File: src/rtl/edgeconv_sched_if.sv
// Signal bundle between the two pixel requesters, the shared edgeconv core and the
// result consumer. The scheduler takes the slave view; the surrounding logic takes master.
interface edgeconv_sched_if;
  logic       req0_valid;
  logic [7:0] req0_pixel;
  logic       req0_ready;
  logic       req1_valid;
  logic [7:0] req1_pixel;
  logic       req1_ready;
  logic       core_valid_in;
  logic [7:0] core_pixel_in;
  logic       core_valid_out;
  logic [3:0] core_digit_out;
  logic       res_valid;
  logic       res_src;
  logic [3:0] res_digit;
  logic       res_timeout;
  logic       busy;

  modport slave (
    input  req0_valid, req0_pixel, req1_valid, req1_pixel, core_valid_out, core_digit_out,
    output req0_ready, req1_ready, core_valid_in, core_pixel_in,
    output res_valid, res_src, res_digit, res_timeout, busy
  );

  modport master (
    output req0_valid, req0_pixel, req1_valid, req1_pixel, core_valid_out, core_digit_out,
    input  req0_ready, req1_ready, core_valid_in, core_pixel_in,
    input  res_valid, res_src, res_digit, res_timeout, busy
  );
endinterface

File: src/rtl/edgeconv_sched.sv
// Frame-level round-robin scheduler sharing one edgeconv core between two pixel requesters;
// forwards a granted frame, then waits (with timeout) for the digit and returns it tagged.
module edgeconv_sched #(
  parameter int unsigned FRAME_PIXELS = 784,
  parameter int unsigned TIMEOUT      = 4096
) (
  input logic             clk,
  input logic             rst,
  edgeconv_sched_if.slave bus
);

  localparam int unsigned CntW = (FRAME_PIXELS > 1) ? $clog2(FRAME_PIXELS) : 1;
  localparam int unsigned TmrW = (TIMEOUT > 1) ? $clog2(TIMEOUT) : 1;
  localparam logic [CntW-1:0] LastPix  = CntW'(FRAME_PIXELS - 1);
  localparam logic [TmrW-1:0] LastTick = TmrW'(TIMEOUT - 1);

  typedef enum logic [1:0] {StIdle, StStream, StWait, StResult} state_e;

  state_e          state_q, state_d;
  logic            grant_q, grant_d;
  logic            last_grant_q, last_grant_d;
  logic [CntW-1:0] cnt_q, cnt_d;
  logic [TmrW-1:0] tmr_q, tmr_d;
  logic [3:0]      digit_q, digit_d;
  logic            timeout_q, timeout_d;
  logic            fwd_valid_q, fwd_valid_d;
  logic [7:0]      fwd_pixel_q, fwd_pixel_d;

  logic            sel_valid;
  logic [7:0]      sel_pixel;
  logic            hs;

  assign sel_valid = grant_q ? bus.req1_valid : bus.req0_valid;
  assign sel_pixel = grant_q ? bus.req1_pixel : bus.req0_pixel;
  assign hs        = (state_q == StStream) && sel_valid;

  always_comb begin
    state_d      = state_q;
    grant_d      = grant_q;
    last_grant_d = last_grant_q;
    cnt_d        = cnt_q;
    tmr_d        = tmr_q;
    digit_d      = digit_q;
    timeout_d    = timeout_q;
    fwd_valid_d  = hs;
    fwd_pixel_d  = hs ? sel_pixel : fwd_pixel_q;

    case (state_q)
      StIdle: begin
        if (bus.req0_valid || bus.req1_valid) begin
          // On a tie the requester not served last wins.
          grant_d      = (bus.req0_valid && bus.req1_valid) ? ~last_grant_q : bus.req1_valid;
          last_grant_d = grant_d;
          cnt_d        = '0;
          state_d      = StStream;
        end
      end
      StStream: begin
        if (hs) begin
          cnt_d = cnt_q + CntW'(1);
          if (cnt_q == LastPix) begin
            tmr_d   = '0;
            state_d = StWait;
          end
        end
      end
      StWait: begin
        tmr_d = tmr_q + TmrW'(1);
        // A core result arriving on the expiry cycle takes priority over the timeout.
        if (bus.core_valid_out) begin
          digit_d   = bus.core_digit_out;
          timeout_d = 1'b0;
          state_d   = StResult;
        end else if (tmr_q == LastTick) begin
          digit_d   = 4'hF;
          timeout_d = 1'b1;
          state_d   = StResult;
        end
      end
      StResult: begin
        state_d = StIdle;
      end
      default: begin
        state_d = StIdle;
      end
    endcase
  end

  always_ff @(posedge clk or posedge rst) begin
    if (rst) begin
      state_q      <= StIdle;
      grant_q      <= 1'b0;
      last_grant_q <= 1'b1;
      cnt_q        <= '0;
      tmr_q        <= '0;
      digit_q      <= 4'h0;
      timeout_q    <= 1'b0;
      fwd_valid_q  <= 1'b0;
      fwd_pixel_q  <= 8'h00;
    end else begin
      state_q      <= state_d;
      grant_q      <= grant_d;
      last_grant_q <= last_grant_d;
      cnt_q        <= cnt_d;
      tmr_q        <= tmr_d;
      digit_q      <= digit_d;
      timeout_q    <= timeout_d;
      fwd_valid_q  <= fwd_valid_d;
      fwd_pixel_q  <= fwd_pixel_d;
    end
  end

  assign bus.req0_ready    = (state_q == StStream) && !grant_q;
  assign bus.req1_ready    = (state_q == StStream) && grant_q;
  assign bus.core_valid_in = fwd_valid_q;
  assign bus.core_pixel_in = fwd_pixel_q;
  assign bus.res_valid     = (state_q == StResult);
  assign bus.res_src       = grant_q;
  assign bus.res_digit     = digit_q;
  assign bus.res_timeout   = timeout_q;
  assign bus.busy          = (state_q != StIdle);

endmodule

File: src/flat_wrapper.sv
// flat-port wrapper written by rule: the top's interface ports become plain ports
module edgeconv_sched_flat 
#(
  parameter int unsigned FRAME_PIXELS = 784,
  parameter int unsigned TIMEOUT      = 4096
)
  (clk, rst, bus_req0_valid, bus_req0_pixel, bus_req1_valid, bus_req1_pixel, bus_core_valid_out, bus_core_digit_out, bus_req0_ready, bus_req1_ready, bus_core_valid_in, bus_core_pixel_in, bus_res_valid, bus_res_src, bus_res_digit, bus_res_timeout, bus_busy);
  edgeconv_sched_if bus_i ();
  input logic clk;
  input logic rst;
  input wire logic [$bits(bus_i.req0_valid)-1:0] bus_req0_valid;
  input wire logic [$bits(bus_i.req0_pixel)-1:0] bus_req0_pixel;
  input wire logic [$bits(bus_i.req1_valid)-1:0] bus_req1_valid;
  input wire logic [$bits(bus_i.req1_pixel)-1:0] bus_req1_pixel;
  input wire logic [$bits(bus_i.core_valid_out)-1:0] bus_core_valid_out;
  input wire logic [$bits(bus_i.core_digit_out)-1:0] bus_core_digit_out;
  output wire logic [$bits(bus_i.req0_ready)-1:0] bus_req0_ready;
  output wire logic [$bits(bus_i.req1_ready)-1:0] bus_req1_ready;
  output wire logic [$bits(bus_i.core_valid_in)-1:0] bus_core_valid_in;
  output wire logic [$bits(bus_i.core_pixel_in)-1:0] bus_core_pixel_in;
  output wire logic [$bits(bus_i.res_valid)-1:0] bus_res_valid;
  output wire logic [$bits(bus_i.res_src)-1:0] bus_res_src;
  output wire logic [$bits(bus_i.res_digit)-1:0] bus_res_digit;
  output wire logic [$bits(bus_i.res_timeout)-1:0] bus_res_timeout;
  output wire logic [$bits(bus_i.busy)-1:0] bus_busy;
  assign bus_i.req0_valid = bus_req0_valid;
  assign bus_i.req0_pixel = bus_req0_pixel;
  assign bus_i.req1_valid = bus_req1_valid;
  assign bus_i.req1_pixel = bus_req1_pixel;
  assign bus_i.core_valid_out = bus_core_valid_out;
  assign bus_i.core_digit_out = bus_core_digit_out;
  assign bus_req0_ready = bus_i.req0_ready;
  assign bus_req1_ready = bus_i.req1_ready;
  assign bus_core_valid_in = bus_i.core_valid_in;
  assign bus_core_pixel_in = bus_i.core_pixel_in;
  assign bus_res_valid = bus_i.res_valid;
  assign bus_res_src = bus_i.res_src;
  assign bus_res_digit = bus_i.res_digit;
  assign bus_res_timeout = bus_i.res_timeout;
  assign bus_busy = bus_i.busy;
  edgeconv_sched #(.FRAME_PIXELS(FRAME_PIXELS), .TIMEOUT(TIMEOUT)) u_core (.clk(clk), .rst(rst), .bus(bus_i));
endmodule
File: config.mk
export PLATFORM = sky130hd
export DESIGN_NAME = edgeconv_sched_flat
export DESIGN_NICKNAME = d
export VERILOG_FILES = /design/src/rtl/edgeconv_sched_if.sv /design/src/rtl/edgeconv_sched.sv /design/src/flat_wrapper.sv
export SDC_FILE = /design/constraint.sdc
export NUM_CORES = 1
export LEC_CHECK = 0
export CAP_MARGIN = 20
export CELL_PAD_IN_SITES_DETAIL_PLACEMENT = 2
export CELL_PAD_IN_SITES_GLOBAL_PLACEMENT = 2
export CORE_ASPECT_RATIO = 1.1
export CORE_MARGIN = 2
export CORE_UTILIZATION = 34
export DETAILED_ROUTE_END_ITERATION = 6
export PLACE_DENSITY_LB_ADDON = 0.1
export SYNTH_ARGS = -nofsm -noshare
export SYNTH_HDL_FRONTEND = slang
export SYNTH_SLANG_ARGS = --single-unit
File: constraint.sdc
create_clock -name clk -period 6.85 [get_ports clk]
set_clock_uncertainty 0.15 [all_clocks]
set_input_delay 1.37 -clock clk [delete_from_list [all_inputs] [get_ports clk]]
set_output_delay 1.37 -clock clk [all_outputs]
set_load 0.01 [all_outputs]
---- After elaboration in Yosys (flattened, before gate mapping) ----
Index checks and enable logic that the tools add are counted.
word-level totals
  register bits after elaboration ......... 40
  latch bits .............................. 0
  bits in writable memories ............... 0
  ROM bits ................................ 0
  input port bits ......................... 25
  output and inout port bits .............. 19
  word-level logic and storage cells ...... 56
  memories kept ........................... 0
operators by class
  add/sub/neg operators ................... 2
  $mul .................................... 0
  div/mod/pow operators ................... 0
  $lt $le $gt $ge ......................... 0
  equal/unequal tests ..................... 9
  shift operators ......................... 0
  mux-type cells .......................... 19
  bitwise gates (word level) .............. 1
  reductions and logical operators ........ 16
operator list
  operator                                                                number
  12-bit two-way mux                                                      2
  12-bit case mux with 2 select lines                                     1
  10-bit two-way mux                                                      2
  10-bit case mux with 2 select lines                                     1
  12-bit by 1-bit adder with 12-bit output (second input constant)        1
  12-bit equality test (second input constant)                            1
  10-bit by 1-bit adder with 10-bit output (second input constant)        1
  10-bit equality test (second input constant)                            1
  2-bit two-way mux                                                       5
  4-bit two-way mux                                                       2
  8-bit two-way mux                                                       1
  2-bit case mux with 4 select lines                                      1
  2-bit nonzero test                                                      4
  3-bit AND reduction                                                     2
  2-bit equality test (second input constant)                             2
  1-bit logical AND                                                       4
  1-bit two-way mux                                                       4
  2-bit by 1-bit != test with 1-bit output (second input constant)        2
  2-bit AND reduction                                                     2
  4-bit AND reduction                                                     1
  3-bit by 2-bit != test with 1-bit output (second input constant)        1
  2-bit by 1-bit equality test with 1-bit output (second input constant)  1
  2-bit zero test                                                         1
  2-bit != test (second input constant)                                   1
  other kinds (3)                                                         3

---- Longest topological paths before layout ----
  depth after elaboration ................. 4
  depth in mapped cells ................... 8
  mapped depth without buffers ............ 6

---- Worst setup path before layout ----
No wires, ideal clock.
  path type ............................... input -> register
  from .................................... input port bus_req1_valid
  to ...................................... register u_core.state_q[1]
  library setup time ...................... 125 ps
  arrival time ............................ 2549 ps
  required time ........................... 6575 ps
  path slack .............................. 4026 ps
  stages on the path ...................... 4
  buffers on the path ..................... 0
  cells stage by stage .................... mux2i_1 o41ai_4 o311a_1 mux2_2
on the way
  word-level cells in the longest chain between the ends .. 4
  elaborated cells on any way between the ends .. 6
  those cells by class .................... eq/ne (2); mux (1); reduce/logical (3)
ends and longest elaborated chain
  item                                                       line                   RTL
  start, declared                                            flat_wrapper.sv:13     input wire logic [$bits(bus_i.req1_valid)-1:0] bus_req1_valid;
  1-bit two-way mux                                          edgeconv_sched.sv:33   assign sel_valid = grant_q ? bus.req1_valid : bus.req0_valid;
  1-bit logical AND                                          edgeconv_sched.sv:35   assign hs = (state_q == StStream) && sel_valid;
  2-bit by 1-bit != test with 1-bit output (no source line)  n/a
  4-bit AND reduction (no source line) (*)                   n/a
  end signal, assigned                                       edgeconv_sched.sv:91   state_q <= StIdle;
  end signal, assigned                                       edgeconv_sched.sv:101  state_q <= state_d;
  end, declared                                              edgeconv_sched.sv:19   state_e state_q, state_d;
Mark *: on every way between the ends. The rest lies on a longest branch, timed or not.
A chain may end at the register's enable or synchronous reset.

---- Worst setup path in the final report ----
  from .................................... register u_core.state_q[1]
  to ...................................... output port bus_req1_ready
on the way
  word-level cells in the longest chain between the ends .. 2
ends and longest elaborated chain
  item                                            line                   RTL
  2-bit by 1-bit equality test with 1-bit output  edgeconv_sched.sv:114  assign bus.req1_ready = (state_q == StStream) && grant_q;
  1-bit logical AND                               edgeconv_sched.sv:114
  end, declared                                   flat_wrapper.sv:18     output wire logic [$bits(bus_i.req1_ready)-1:0] bus_req1_ready;
Every way passes these cells.

==> flow_metrics.py <==
metrics = {
    "sta": {
        "hold_viol_final": 0,
        "maxSlewHeadroom": 0.310,
        "timing.hold.ws_ps": 338,
        "worst_pin_slew_ps": 1030,
        "fmax_mhz": 282,
        "setup_viol": 0,
        "rsz0062_at_grt": "no",
        "fin_tns_setup_ps": 0,
        "fin_ws_ps": 3300,
        "min_period_ps": 3550,
        "period_share": 0.518,
        "drv_slew": 0,
    },
    "setup_path": {
        "cp_data_required_time_ps": 5330,
        "worstPathCellList": "inv_1 > ha_1 > and2_1 > clkdlybuf4s50_1",
        "critPathMaxStageDelay_ps": 540,
        "critPathLaunchType": "flip-flop",
        "r2r_end": "u_core.tmr_q[11]",
        "crit_family": "buffers and inverters",
        "endpoint_kind": "primary output",
        "r2r-start": "u_core.state_q[0]",
        "critPathBufInv": 2,
        "crit_fanout": 11,
        "critPathKind": "reg -> out",
        "reg2reg_slack_ps": 4270,
        "r2r_cells": 6,
        "worstPathArrival_ps": 2030,
        "crit_slowest_cell": "clkdlybuf4s50_1",
    },
    "logic_synthesis": {
        "ys_seq_elements": 40,
        "synth_warnings": 0,
        "avgSynthCellArea_um2": 9.70,
        "synthFlopType": "dfrtp_1",
        "synth.area.top_cells": "dfrtp_1 46%, o21ai_0 5.9%, nand2_1 4.9%",
        "synth_top_area_frac": 0.459,
        "yosys.area.top_type": "dfrtp_1",
        "synthCells": 219,
        "async_reset_ff_frac": 1.00,
        "synth_edf_count": 0,
        "syn_nets": 251,
        "seq_area_frac_synth": 0.472,
        "yosysUniqueCellTypes": 47,
        "syn_area_um2": 2120,
    },
    "cts": {
        "cts_buffers": 5,
        "clockBufferDepth": 2,
        "root_buffer": "clkbuf_8",
        "hold_buffers": 0,
        "insertion_delay_ps": 300,
        "cts_setup_buffers": 0,
        "post_cts_resize_count": 0,
        "clock-sinks": 40,
        "clkTransAtPathRegs_ps": 80,
        "cts_htree_levels": 2,
        "cts_tree": "built",
    },
    "min_path": {
        "min_to": "u_core.bus.core_pixel_in[1]",
        "hp-start": "u_core.bus.core_pixel_in[1]",
        "min-delay-path-class": "reg -> reg",
        "hold_depth": 2,
    },
    "floorplan": {
        "io_pins": 44,
        "coreArea_um2": 6120,
        "start_util": 0.347,
        "std_cell_rows": 30,
        "die_x_um": 79.4,
        "design.die.area_um2": 6900,
        "die_h_um": 86.9,
    },
    "power_and_ir_drop": {
        "fin_total_pwr_mw": 0.967,
        "combPwrFrac": 0.462,
        "clockPowerShare": 0.174,
        "ir_worst_vdd_mv": 0.144,
        "p_sw_frac": 0.399,
        "switching_power_mw": 0.385,
        "seqPwrFrac": 0.364,
        "leakage_nw": 1.15,
        "powerDensity_nw_per_um2": 356,
        "intPower_mw": 0.581,
    },
    "final_layout": {
        "drive_gt1_frac": 0.0573,
        "final_nets": 293,
        "num_antenna_cells": 0,
        "fill_cells": 654,
        "fin_cells": 342,
        "final_util": 0.444,
        "design_area_um2": 2720,
        "area_delta_synth_final_pct": 28.0,
    },
    "placement": {
        "post-place-cells": 334,
        "placed_area_um2": 2630,
        "port_buffers": 43,
        "pre_cts_ws_ps": 3110,
        "dp_hpwl_mm": 4.20,
        "gp_congestion": 0.737,
    },
    "route": {
        "drt.antenna.violating_nets": 0,
        "via_per_inst": 5.44,
        "wl_per_cell_um": 17.2,
        "drc": 0,
        "totalWireLength_mm": 5.87,
        "first_iter_violations": 108,
        "dr_total_vias": 1862,
        "first_pass_iters": 4,
    },
    "global_routing": {
        "antenna_found_initial": 0,
        "grt_pass1_vias": 2044,
        "overflow": 0,
        "grt_max_degree": 41,
        "track_usage": 0.186,
        "grt_pass1_wl_mm": 10.1,
    },
    "job": {
        "maxCapViolCount": 0,
    },
    "run_status": {
        "run_status": "complete, no violations",
    },
}
## kinds of logic (layout without fill, tap and decap cells)
family / count (synthesis) / count (layout) / synth area share
adders and majority gates: 7 / 7 / 0.0412
and+or+nand+nor: 73 / 73 / 0.187
muxes: 10 / 10 / 0.0477
buffers and inverters: 21 / 64 / 0.0383
DFF: 40 / 40 / 0.472
AOI/OAI and AO/OA: 66 / 66 / 0.206
xor gates and xnor gates: 2 / 2 / 0.00825
## registers in the layout, indices dropped and copies added, names as in the netlist
name,count
u_core.bus.core_pixel_in,8
u_core.bus.core_valid_in,1
u_core.bus.res_digit,4
u_core.bus.res_src,1
u_core.bus.res_timeout,1
u_core.cnt_q,10
u_core.last_grant_q,1
u_core.state_q,2
u_core.tmr_q,12
## area by class of cell
type	instances	area (um^2)	area share
Inverter	12	45.0	0.0166
Tap cell	80	100	0.0368
Timing Repair Buffer	44	438	0.161
Sequential cell	40	1000	0.369
Clock inverter	2	10.0	0.00368
Clock buffer	6	82.6	0.0304
Multi-Input combinational cell	158	1040	0.383
## tightest hold or removal path: cells and delay by family (launching register included)
family	cells	cell delay, ps
compound gates	1	60
simple gates	1	50
flops	1	350
## layer usage
layer / GRT usage / wire length (um) / up-vias
met5: 0 / 0 / -
met4: 0.0470 / 63 / 0
met3: 0.0332 / 146 / 6
met2: 0.326 / 3090 / 22
met1: 0.238 / 2570 / 952
li1: - / - / 882
## cells in the final DEF (no fill, tap or decap), types with 2 or more instances in the layout
cell type / netlist / final
a41oi_1: 2 / 2
and2_1: 3 / 3
o41ai_1: 3 / 3
nor2_1: 5 / 5
a211oi_1: 2 / 2
or3_1: 2 / 2
clkbuf_8: 0 / 6
nand3_1: 6 / 6
o21ai_0: 25 / 25
mux2i_1: 9 / 9
nand2b_1: 3 / 3
nor4_1: 3 / 3
nor3b_1: 3 / 3
ha_1: 7 / 7
and4_1: 2 / 2
inv_1: 12 / 12
and3_1: 4 / 4
o31ai_1: 8 / 8
xnor2_1: 2 / 2
a21oi_1: 14 / 14
dfrtp_1: 39 / 39
clkinv_2: 0 / 2
or4_1: 3 / 3
clkdlybuf4s50_1: 0 / 43
nand2_1: 28 / 28
nand4_1: 4 / 4
## cell usage after synthesis, types with 3 or more instances
library cell and n:
nor3b_1 3, clkbuf_1 6, nor4_1 3, o41ai_1 3, and3_1 4, nor2_1 5
o21ai_0 25, nand3_1 6, nand2b_1 3, nand4_1 4, ha_1 7, dfrtp_1 39
o31ai_1 8, a21oi_1 14, and2_1 3, nand2_1 28, or4_1 3, inv_1 12
mux2i_1 9
## how the worst max path moves through the flow
stage,startpoint,endpoint,slack (ps),depth (start not counted)
floorplan,bus_req1_valid,u_core.state_q[1],4030,4
finish,u_core.state_q[1],bus_req1_ready,3300,4
global route,u_core.state_q[1],bus_req0_ready,3140,4
global placement,bus_req0_valid,u_core.tmr_q[11],3200,5
detailed placement,bus_req0_valid,u_core.tmr_q[10],3110,5
CTS,u_core.state_q[1],bus_req0_ready,3250,4
## power by group through the flow
| stage | Clock [mW] | Sequential, mW | Combinational [mW] |
|---|---|---|---|
| 6_report | 0.168 | 0.352 | 0.447 |
| 4_1_cts | 0.175 | 0.354 | 0.460 |
| 2_1_floorplan | 0 | 0.354 | 0.263 |
| 3_3_place_gp | 0 | 0.354 | 0.434 |
| 5_1_grt | 0.184 | 0.364 | 0.501 |
| 3_5_place_dp | 0 | 0.358 | 0.451 |
Note: power is estimated with default switching activity, not from simulation.
==> RTL edit 1 (same settings) <==
`fwd_pixel_q` no longer has a reset.
--- a/src/rtl/edgeconv_sched.sv
+++ b/src/rtl/edgeconv_sched.sv
@@ -96,7 +96,6 @@
       digit_q      <= 4'h0;
       timeout_q    <= 1'b0;
       fwd_valid_q  <= 1'b0;
-      fwd_pixel_q  <= 8'h00;
     end else begin
       state_q      <= state_d;
       grant_q      <= grant_d;
@@ -106,8 +105,11 @@
       digit_q      <= digit_d;
       timeout_q    <= timeout_d;
       fwd_valid_q  <= fwd_valid_d;
-      fwd_pixel_q  <= fwd_pixel_d;
     end
+  end
+
+  always_ff @(posedge clk) begin
+    fwd_pixel_q <= fwd_pixel_d;
   end
 
   assign bus.req0_ready    = (state_q == StStream) && !grant_q;
Behaviour: differs if rst is asserted again (counterexample within 4 cycles, from zero or initial values and one cycle with rst high); with rst held inactive, the same outputs for 10 cycles.
==> RTL edit 1 against the unedited design <==
- setup slack got worse by 0.18 ns
- core utilization about the same
- sequential cell count unchanged
- design area decreased by 0.51%
- area after synthesis decreased by 0.65%
- synthesized cell count decreased by 11%
- wire length increased by 4.4%
- sequential share of layout area increased by 1.7 points
- critical endpoint is now bus_req0_ready
- highest routed layer unchanged
Power is not compared: it rests on default switching activity, and its combinational part moved more than twofold at a synthesized area within 25%.
==> RTL edit 1: results (changes against the unedited design) <==
- Status: completed
- Distinct cells, synth: 49 (+4.3%)
- Synth Area in Compound Gates: 0.190 (-0.0164)
- Root Buffer: clkbuf_8
- Worst skew pair latency: 0.29 ns
- Warnings, synthesis: 0 (unchanged)
- CTS clock-pin slew for the worst setup and hold paths: 0.07 ns
- RR Startpoint: u_core.bus.res_src
- Fraction of layout cells with a size suffix above 1: 0.0996 (+0.0423)
- Largest net degree at the start of global routing: 33 (-20%)
- # diodes: 0 (unchanged)
- Largest register FFs: 12 (unchanged)
- Vias in the first global route: 1,925 (-5.8%)
- Logic power comb: 86.6 µW
- Net count, final: 272 (-7.2%)
- Hold Path Class: flip-flop to flip-flop
- Routability cong.: 0.751 (+1.9%)
- Post-synth net total: 226 (-10%)
- Synth Area in XOR/XNOR: 0.0290 (+0.0208)
- Total CTS buffers: 5 (unchanged)
- First-pass GRT wire length: 10.2 mm (+1.4%)
- DP HPWL: 4.63 mm (+10%)
- Initial drt markers: 44 (-59%)
- CP arrival: 2.22 ns (+0.19 ns)
- Slew @ Worst Pin: 1.01 ns (-0.0223 ns)
- Synth top cells by count: 31 x dfrtp_1, 16 x nand2_1, 11 x nor2_1
- Sw Pwr: 149 µW
- Post-synthesis sequential area ratio: 0.494 (+0.0220)
- Main synth FF type: dfrtp_1
- Post-CTS Resized: 0 (unchanged)
- Max Root-Sink Buffers: 2 (unchanged)
- Max rail drop VDD: 0.0863 mV
- Post-synth EDFFs: 8 (+8)
- Port Buffers: 43 (unchanged)
- Hold Path Depth: 1 (-1)
- Routed wire length: 6.13 mm (+4.4%)
- Vias/cell: 5.42 (-0.44%)
- Asr flop ratio synth: 0.800 (-0.200)
- Mux cell area share after synthesis: 0.0628 (+0.0151)
- Crit. Startpoint: u_core.state_q[1]
- Leakage power total: 0.00108 µW
- Hold_sp: u_core.bus.res_digit[2]
- Adder-cell share of the synthesized area: 0.0415 (+0.000269)
- Worst r2r path cells: 4 (-2)
- # Post-CTS Setup Buffers: 0 (unchanged)
- GRT Overall Usage: 0.194 (+0.00851)
- Crit-path max FO: 16 (+5)
- Pwr/cell area: 196 nW/µm²
- DR pass1 iterations: 4 (unchanged)
- Synth area leaders: dfrtp_1 37%, edfxtp_1 11%, mux2_2 4.3%
==> RTL edit 1: cells by family after synthesis <==
kind of cell             Yosys count
buffers and inverters             17
AND/OR/NAND/NOR                   59
flip-flops                        40
adder cells (fa/ha/maj)            7
AO/OA/AOI/OAI                     52
XOR/XNOR                           7
multiplexers                      12
==> RTL edit 1: area by class of cell <==
type | count | area, µm²
clock inverter | 1 | 3.75
sequential | 40 | 1040
tap | 80 | 100
clock buffer | 7 | 76.3
timing repair buffer | 45 | 445
inverter | 11 | 41.3
multi-input combinational | 137 | 996
fill | 662 | 3380
==> RTL edit 1: final timing paths <==
path / to / slack (ns)
min in group asynchronous: u_core.cnt_q[2] / 1.33
worst min register to register: u_core.bus.res_digit[2] / 0.35
worst max-delay path: bus_req0_ready / 3.11
worst min-delay path: u_core.bus.res_digit[2] / 0.35
max in group asynchronous: u_core.last_grant_q / 4.89
worst max register to register: u_core.tmr_q[4] / 4.06
==> RTL edit 1: through the flow <==
step | cell area [µm²] | hold WS, ns | std cells | setup WS, ns
global placement | 2630 | 0.331 | 313 | 3.03
floorplan | 2110 | 0.316 | 194 | 4.05
detailed placement | 2630 | 0.337 | 313 | 2.92
finish | 2710 | 0.347 | 321 | 3.11
CTS | 2710 | 0.354 | 321 | 3.07
global route | 2710 | 0.373 | 321 | 2.97
==> RTL edit 1: metal layers <==
layer / vias up / share of wire / GRT usage
met5: - / 0 / 0
met4: 0 / 0.015 / 0.0564
met3: 11 / 0.025 / 0.0344
met2: 36 / 0.54 / 0.364
met1: 880 / 0.42 / 0.225
li1: 813 / - / -
==> RTL edit 1: critical path, cell delays in order, from the launching register on <==
cell	delay [ns]
dfrtp_1	0.42
inv_1	0.14
ha_1	0.55
nor2b_1	0.24
clkdlybuf4s50_1	0.57
==> RTL edit 2 (same flow settings) <==
Made on the original files. `TIMEOUT` is set to 4096 in 2 places; all go to 16384.
--- a/src/rtl/edgeconv_sched.sv
+++ b/src/rtl/edgeconv_sched.sv
@@ -2,7 +2,7 @@
 // forwards a granted frame, then waits (with timeout) for the digit and returns it tagged.
 module edgeconv_sched #(
   parameter int unsigned FRAME_PIXELS = 784,
-  parameter int unsigned TIMEOUT      = 4096
+  parameter int unsigned TIMEOUT      = 16384
 ) (
   input logic             clk,
   input logic             rst,
--- a/src/flat_wrapper.sv
+++ b/src/flat_wrapper.sv
@@ -2,7 +2,7 @@
 module edgeconv_sched_flat 
 #(
   parameter int unsigned FRAME_PIXELS = 784,
-  parameter int unsigned TIMEOUT      = 4096
+  parameter int unsigned TIMEOUT      = 16384
 )
   (clk, rst, bus_req0_valid, bus_req0_pixel, bus_req1_valid, bus_req1_pixel, bus_core_valid_out, bus_core_digit_out, bus_req0_ready, bus_req1_ready, bus_core_valid_in, bus_core_pixel_in, bus_res_valid, bus_res_src, bus_res_digit, bus_res_timeout, bus_busy);
   edgeconv_sched_if bus_i ();
Function: same outputs for any inputs over 10 cycles, from zero or initial values and one cycle with rst high; that may be too few to reach the edited logic, so the function may still have changed.
==> RTL edit 2 against the unedited design <==
- worst hold slack got worse by 0.015 ns
- maximum frequency fell by 9.5%
- power increased by 6.3%
- area after synthesis grew 4.9%
- setup slack lost 0.37 ns
- wire length rose by 2.1%
- final cell count up 2.9%
- design area grew 3.8%
- global-route usage hardly changed
- sequential share of layout area increased by 0.43 points
- critical endpoint is now u_core.tmr_q[12]
- highest routed layer unchanged
- sequential cell count increased by 2
==> RTL edit 2: results (changes against the unedited design) <==
- Status: completed
- Fraction of layout cells with a size suffix above 1: 0.0478 (-0.00946)
- Crit-path max FO: 21 (+10)
- Routed vias: 1,911 (+2.6%)
- Synth area leaders: dfrtp_1 46%, nand2_1 5.7%, mux2i_1 4.0%
- Largest register FFs: 14 (+2)
- Multi-input gates: 168 (+6.3%)
- Synth Area in Compound Gates: 0.208 (+0.00207)
- Routability cong.: 0.707 (-4.2%)
- Leakage power total: 0.00116 µW (+0.99%)
- Hold_sp: u_core.tmr_q[7]
- GRT Overall Usage: 0.186 (+0.000321)
- Worst r2r path cells: 4 (-2)
- Largest net degree at the start of global routing: 43 (+4.9%)
- Multi-input combinational area share: 0.389 (+0.00647)
- Mux cell area share after synthesis: 0.0455 (-0.00225)
- Signal inverters: 9 (-3)
- Post-synth net total: 262 (+4.4%)
- Layout non-clock buf frac: 0.158 (-0.00320)
- Fin worst setup slack: 2.93 ns (-0.371 ns)
- Relative slew slack: 0.487 (+0.177)
- Met2 Use GR: 0.313 (-0.0133)
- Non-CTS buffers: 45 (+2.3%)
- Hold Path Depth: 1 (-1)
- Yosys reg bits: 42 (+5.0%)
- Seq pwr share: 0.384 (+0.020)
- Clkbuf count: 7 (+1)
- Capture point of the critical path: u_core.tmr_q[12]
- Hold Path End: u_core.tmr_q[7]
- Met2 routed WL: 2.86 mm (-7.3%)
## RTL edit 2: kinds of logic (layout without fill, tap and decap cells)
group | after synthesis | in the layout
and+or+nand+nor | 81 | 81
buffers and inverters | 20 | 62
adders and majority gates | 7 | 7
muxes | 10 | 10
xor gates and xnor gates | 5 | 5
DFF | 42 | 42
AOI/OAI and AO/OA | 65 | 65
## RTL edit 2: critical path, cell delays in order
cell	delay [ns]
clkdlybuf4s50_1	0.51
mux2i_1	0.61
o41a_1	0.78
or2_0	0.51
o31ai_1	0.14
## RTL edit 2: metrics by stage
step | hold WS, ns | cells | power [µW] | instance area (µm²)
6_report | 0.323 | 352 | 1030 | 2820
5_1_grt | 0.366 | 352 | 1120 | 2820
4_1_cts | 0.322 | 351 | 1050 | 2810
3_5_place_dp | 0.311 | 343 | 873 | 2720
3_3_place_gp | 0.310 | 343 | 853 | 2720
2_1_floorplan | 0.287 | 230 | 674 | 2230
